File: src/rtl/axis_packer_pkg.sv
// axis_packer_pkg: shared defaults, lane-count helper and lane index type for the result packer.
package axis_packer_pkg;
    localparam int DEF_DATA_WIDTH = 32;
    localparam int DEF_LANE_WIDTH = 8;
    function automatic int lanes_of(input int data_width, input int lane_width);
        return data_width / lane_width;
    endfunction
    localparam int DEF_LANES = lanes_of(DEF_DATA_WIDTH, DEF_LANE_WIDTH);
    typedef logic [$clog2(DEF_LANES)-1:0] lane_t;
endpackage

File: src/rtl/axis_result_packer_if.sv
// axis_result_packer_if: AXI-Stream bundle; tkeep exists only with AXIS_PACKER_TKEEP_EN.
interface axis_result_packer_if #(parameter int DATA_WIDTH = 32);
    logic [DATA_WIDTH-1:0] tdata;
    logic tvalid;
    logic tlast;
    logic tready;
`ifdef AXIS_PACKER_TKEEP_EN
    logic [DATA_WIDTH/8-1:0] tkeep;
`endif
    modport master(
`ifdef AXIS_PACKER_TKEEP_EN
        output tkeep,
`endif
        output tdata, tvalid, tlast,
        input tready
    );
    modport slave(
`ifdef AXIS_PACKER_TKEEP_EN
        input tkeep,
`endif
        input tdata, tvalid, tlast,
        output tready
    );
endinterface

File: src/rtl/axis_out_reg.sv
// axis_out_reg: one-entry registered AXI-Stream output slot with pass-through ready.
// Keep register is built only with AXIS_PACKER_TKEEP_EN.
module axis_out_reg #(
    parameter int DATA_WIDTH = 32
) (
    input  logic clk,
    input  logic rst,
    input  logic load,
    input  logic [DATA_WIDTH-1:0] data,
    input  logic last,
`ifdef AXIS_PACKER_TKEEP_EN
    input  logic [DATA_WIDTH/8-1:0] keep,
`endif
    output logic ready,
    axis_result_packer_if.master m
);
    assign ready = ~m.tvalid | m.tready;
    // load is only asserted when ready, so a reload never overwrites an untaken word
    always_ff @(posedge clk or posedge rst)
        if (rst) begin
            m.tdata  <= '0;
            m.tvalid <= 1'b0;
            m.tlast  <= 1'b0;
`ifdef AXIS_PACKER_TKEEP_EN
            m.tkeep  <= '0;
`endif
        end else if (load) begin
            m.tdata  <= data;
            m.tvalid <= 1'b1;
            m.tlast  <= last;
`ifdef AXIS_PACKER_TKEEP_EN
            m.tkeep  <= keep;
`endif
        end else if (m.tready)
            m.tvalid <= 1'b0;
endmodule

File: src/rtl/axis_result_packer.sv
// axis_result_packer: packs LANES low-byte results into one word, flushing partial words on TLAST.
// Optional M_AXIS_TKEEP via AXIS_PACKER_TKEEP_EN.
module axis_result_packer
    import axis_packer_pkg::*;
#(
    parameter int DATA_WIDTH = DEF_DATA_WIDTH,
    parameter int LANE_WIDTH = DEF_LANE_WIDTH
) (
    input logic ACLK,
    input logic ARESET,
    axis_result_packer_if.slave  s_axis,
    axis_result_packer_if.master m_axis
);
    localparam int LANES = lanes_of(DATA_WIDTH, LANE_WIDTH);
    localparam int LIDX = $clog2(LANES);
    logic [DATA_WIDTH-1:0] acc;
    logic [LIDX-1:0] lane;
    logic [LANE_WIDTH-1:0] b;
    logic [DATA_WIDTH-1:0] word;
    logic accept, closing, load, ready;
    logic unused_hi;
    assign b = s_axis.tdata[LANE_WIDTH-1:0];
    assign accept = s_axis.tvalid & ready;
    assign closing = (lane == LIDX'(LANES - 1)) | s_axis.tlast;
    assign load = accept & closing;
    // unfilled lanes of acc are always zero, so OR-ing in the new byte is enough
    assign word = acc | (DATA_WIDTH'(b) << (int'(lane) * LANE_WIDTH));
    assign s_axis.tready = ready;
`ifdef AXIS_PACKER_TKEEP_EN
    logic [DATA_WIDTH/8-1:0] keep;
    always_comb begin
        keep = '0;
        for (int k = 0; k < LANES; k++)
            if (k <= int'(lane)) keep[k*(LANE_WIDTH/8) +: LANE_WIDTH/8] = '1;
    end
    assign unused_hi = ^{s_axis.tdata[DATA_WIDTH-1:LANE_WIDTH], s_axis.tkeep};
`else
    assign unused_hi = ^s_axis.tdata[DATA_WIDTH-1:LANE_WIDTH];
`endif
    always_ff @(posedge ACLK or posedge ARESET)
        if (ARESET) begin
            acc  <= '0;
            lane <= '0;
        end else if (accept) begin
            acc  <= closing ? '0 : word;
            lane <= closing ? '0 : lane + 1'b1;
        end
    axis_out_reg #(.DATA_WIDTH(DATA_WIDTH)) u_out (
        .clk   (ACLK),
        .rst   (ARESET),
        .load  (load),
        .data  (word),
        .last  (s_axis.tlast),
`ifdef AXIS_PACKER_TKEEP_EN
        .keep  (keep),
`endif
        .ready (ready),
        .m     (m_axis)
    );
endmodule

File: src/flat_wrapper.sv
// flat-port wrapper written by rule: the top's interface ports become plain ports
module axis_result_packer_flat import axis_packer_pkg::*;
#(
    parameter int DATA_WIDTH = DEF_DATA_WIDTH,
    parameter int LANE_WIDTH = DEF_LANE_WIDTH
)
  (ACLK, ARESET, s_axis_tdata, s_axis_tvalid, s_axis_tlast, s_axis_tready, m_axis_tdata, m_axis_tvalid, m_axis_tlast, m_axis_tready);
  axis_result_packer_if #(.DATA_WIDTH(DATA_WIDTH)) s_axis_i ();
  axis_result_packer_if #(.DATA_WIDTH(DATA_WIDTH)) m_axis_i ();
  input logic ACLK;
  input logic ARESET;
  input wire logic [$bits(s_axis_i.tdata)-1:0] s_axis_tdata;
  input wire logic [$bits(s_axis_i.tvalid)-1:0] s_axis_tvalid;
  input wire logic [$bits(s_axis_i.tlast)-1:0] s_axis_tlast;
  output wire logic [$bits(s_axis_i.tready)-1:0] s_axis_tready;
  output wire logic [$bits(m_axis_i.tdata)-1:0] m_axis_tdata;
  output wire logic [$bits(m_axis_i.tvalid)-1:0] m_axis_tvalid;
  output wire logic [$bits(m_axis_i.tlast)-1:0] m_axis_tlast;
  input wire logic [$bits(m_axis_i.tready)-1:0] m_axis_tready;
  assign s_axis_i.tdata = s_axis_tdata;
  assign s_axis_i.tvalid = s_axis_tvalid;
  assign s_axis_i.tlast = s_axis_tlast;
  assign s_axis_tready = s_axis_i.tready;
  assign m_axis_tdata = m_axis_i.tdata;
  assign m_axis_tvalid = m_axis_i.tvalid;
  assign m_axis_tlast = m_axis_i.tlast;
  assign m_axis_i.tready = m_axis_tready;
  axis_result_packer #(.DATA_WIDTH(DATA_WIDTH), .LANE_WIDTH(LANE_WIDTH)) u_core (.ACLK(ACLK), .ARESET(ARESET), .s_axis(s_axis_i), .m_axis(m_axis_i));
endmodule
File: config.mk
export PLATFORM = sky130hd
export DESIGN_NAME = axis_result_packer_flat
export DESIGN_NICKNAME = d
export VERILOG_FILES = /design/src/rtl/axis_packer_pkg.sv /design/src/rtl/axis_result_packer_if.sv /design/src/rtl/axis_out_reg.sv /design/src/rtl/axis_result_packer.sv /design/src/flat_wrapper.sv
export SDC_FILE = /design/constraint.sdc
export NUM_CORES = 1
export LEC_CHECK = 0
export ABC_AREA = 0
export BUFFER_PORTS_ARGS = -buffer_cell sky130_fd_sc_hd__clkbuf_2
export CAP_MARGIN = 20
export CORE_MARGIN = 1
export CORE_UTILIZATION = 44
export DETAILED_ROUTE_END_ITERATION = 8
export PLACE_DENSITY = 0.71
export RECOVER_POWER = 25
export SYNTH_ARGS = -nofsm -noshare
export SYNTH_HDL_FRONTEND = slang
export SYNTH_SLANG_ARGS = --single-unit
File: constraint.sdc
create_clock -name ACLK -period 3 [get_ports ACLK]
set_input_delay 0 -clock ACLK [delete_from_list [all_inputs] [get_ports ACLK]]
set_output_delay 0 -clock ACLK [all_outputs]
set_load 0.05 [all_outputs]
==> results.txt <==
The count of pins over their slew limit came out at 0. The number of warnings issued by yosys is 0. The number of clock buffers inserted by TritonCTS came out at 9. The via count of the first global-routing pass is 2122. The checks that failed: design-rule violations, max-capacitance violations.

CTS placed an instance of clkbuf_8 at the clock tree root. The top fanout value on the critical path is 37. The flow ran to the end, but the final reports show violations. The worst pin sits at a relative slew slack of 0.008861. The TritonCTS clock tree is yes. The final count of hold timing violations was 0. Setup repair after global routing left no endpoint under its margin.

The maximum achievable frequency came out at 550.6 MHz. Of the available clock period, the critical path in the final layout requires 0.6054. Entering global routing, the biggest net connects 65 pins. For this run, the total global-route usage over all layers was measured as 0.1874.

No sink is reached through more buffers than the 2 on the longest clock path. CTS saw 68 sinks. Dividing total power by cell area gives a power density of 965.8 nW/um^2. The flop and latch count out of synthesis is 68. The leakage component of the power came out at 1.536 nW.

The number of distinct library cells after synthesis came out at 23. The routed wirelength normalized by instance count is 15.76 um. The diode insertion count for antenna repair is 0. The worst-case setup slack after placement came out at 1308 ps. Yosys instantiated no cell more often than dfrtp_1. The arrival time at the worst endpoint came out at 1820 ps.

The number of nets produced by synthesis came out at 316. The required time at the endpoint of the critical path came out at 3000 ps. Traced cell by cell, the critical path runs through and2b_1 > inv_2 > clkbuf_2. After clock tree synthesis, the repair step resized 0 gates. The routability-driven placement congestion ratio is 0.7172. The placed wire-length estimate came out at 3847 um. The die width is 84.96 um.

At the pin with the least slew margin, the transition time is 1485 ps. The time the final worst path needs with I/O delays and setup is 1816 ps. The area growth from synthesis to layout is 11.57%. The overall overflow remaining after global route is 0.

The number of core rows came out at 29. The total wire length came out at 6226 um. Sorting the synthesized cells by area gives the leading types as dfrtp_1 56%, mux2i_1 11%, a41oi_1 9.3%, a21oi_1 5.3%, inv_1 4.2%.

For the worst-skew pair, the clock arrives at the later sink with an insertion delay of 340 ps. The total negative slack for setup checks is 0 ps. The worst-path cell with the longest stage delay is inv_2. The residual DRC count is 2. The worst ir drop on vdd came out at 0.5467 mV.

The number of antenna violations at the first check in global routing is 0. In the final layout, the share of cells above drive strength 1 is 0.1132. The number of DRC markers in iteration 0 came out at 146. STA classifies the critical path startpoint as a register.

The routed layout has 2152 vias. In the routed layout, each cell is associated on average with a via count of 5.448. The pre-antenna-repair detailed-routing pass consisted of 8 iterations. After clock tree synthesis, the clock-pin slew on the worst setup and hold paths is 70 ps.

Once the clock tree was built, the setup fixing pass inserted 0 buffers. The worst setup path is captured at an output port. The smallest setup slack after layout is 1184 ps. The top-area cell type share of the netlist area came out at 0.5620.

The buffering stage count on the worst path with inverters included came out at 2. The number of top-level pins came out at 72. In this run the number of H-tree levels came out at 3. The largest single stage delay on the critical path is 490 ps. The dominant synthesized flop cell is dfrtp_1.

The critical setup path kind is reg2out. The full die area came out at 7217 um^2. Each instance of the synthesized netlist takes up on average 10.89 um^2.

The post-route clock skew is 6.019 ps. The number of filler instances in the final layout is 629. The standard cell core area is 6495 um^2. The number of hold buffers added after CTS was 2. The number of port buffers came out at 47. The net count of the finished layout came out at 351.

The synthesized area is 3028 um^2. For this configuration, the core starts out at a cell density of 0.4662. The number of synthesized flops with an enable pin is 0. The max capacitance violation total came out at 1. The class of the tightest hold or removal check is in2reg. The biggest area contributor in the post-synthesis netlist is dfrtp_1. The global-route wire length before repair came out at 10260 um.

The number of endpoints failing setup at the final stage is 0. The detail route stage leaves a number of antenna-violating nets equal to 0. The sequential area share after synthesis is 0.5620. The cell count after synthesis is 278.

The die is 84.96 um tall. By count the netlist is led by 68 x dfrtp_1, 34 x inv_1, 34 x nor2_1. After synthesis, the share of flip-flops with an asynchronous set or reset is 1.000. The cell family contributing the most delay on the critical path is buffers and inverters.
worst min-delay path, cell delays in order:
cell	delay (ps)
clkbuf_2	180
a41oi_1	120
nor2_1	70
routing by layer:
metal | global-route usage | share of wire | vias up
met5 | 0 | 0 | -
met4 | 0.04931 | 0.0085 | 0
met3 | 0.05934 | 0.057 | 6
met2 | 0.3087 | 0.51 | 60
met1 | 0.2405 | 0.42 | 1060
li1 | - | - | 1026
report_power, final:
| part | switching [W] | internal, W | leakage, nW |
|---|---|---|---|
| combinational | 0.000947 | 0.000277 | 0.549 |
| sequential | 0.000139 | 0.00117 | 0.887 |
| clock | 0.000327 | 0.000406 | 0.100 |
metrics by stage:
stage          hold slack (ps)  cell area (um^2)  utilization  std cells  power, W
2_1_floorplan            139.7              3028            -        278  0.002333
3_3_place_gp             190.4              3206       0.4935        377  0.002567
3_5_place_dp             199.1              3206       0.4935        377  0.002597
4_1_cts                  57.65              3420       0.5265        395  0.003347
5_1_grt                  96.71              3378       0.5201        395  0.003449
6_report                 80.09              3378       0.5201        395  0.003263
path summary, 6_finish.rpt:
kind	startpoint	endpoint	slack [ps]	cells after the start
max in group asynchronous	ARESET	u_core.acc[2]	1420	4
setup reg to reg	u_core.lane[0]	u_core.u_out.m.tdata[9]	1250	3
hold reg to reg	u_core.acc[20]	u_core.acc[20]	500	2
setup / recovery	u_core.u_out.m.tvalid	s_axis_tready	1180	3
min in group asynchronous	ARESET	u_core.u_out.m.tdata[21]	630	3
hold / removal	s_axis_tdata[7]	u_core.acc[23]	80	3
cell families after synthesis:
group,share of synthesized area
buffers and inverters,0.1116
AND/OR/NAND/NOR,0.06157
flip-flops,0.5620
AO/OA/AOI/OAI,0.1550
adder cells (fa/ha/maj),0.004132
multiplexers,0.1058
flip-flops by register name (all words and copies together) (netlist names):
| register | flops |
|---|---|
| u_core.acc | 32 |
| u_core.u_out.m.tdata | 32 |
| u_core.u_out.m.tvalid | 1 |
| u_core.lane | 2 |
| u_core.u_out.m.tlast | 1 |
cell usage in the layout, fill, tap and decap left out, drive strengths merged, types with 3 or more instances in the layout:
cell     n
dfrtp   68
clkbuf  59
inv     36
nor2    35
a41oi   32
a21oi   32
mux2i   32
o21ai    4
buf      4
clkinv   3
final cells by class:
cell class,instances,area [um^2],area share
well taps,77,96.34,0.02852
repair buffers,53,256.5,0.07593
clock buffers,12,145.1,0.04296
flip-flops and latches,68,1702,0.5037
multi-input cells,145,994.7,0.2944
clock inverters,4,48.80,0.01444
inverters,36,135.1,0.04000
Power figures use the tool's default switching activity.
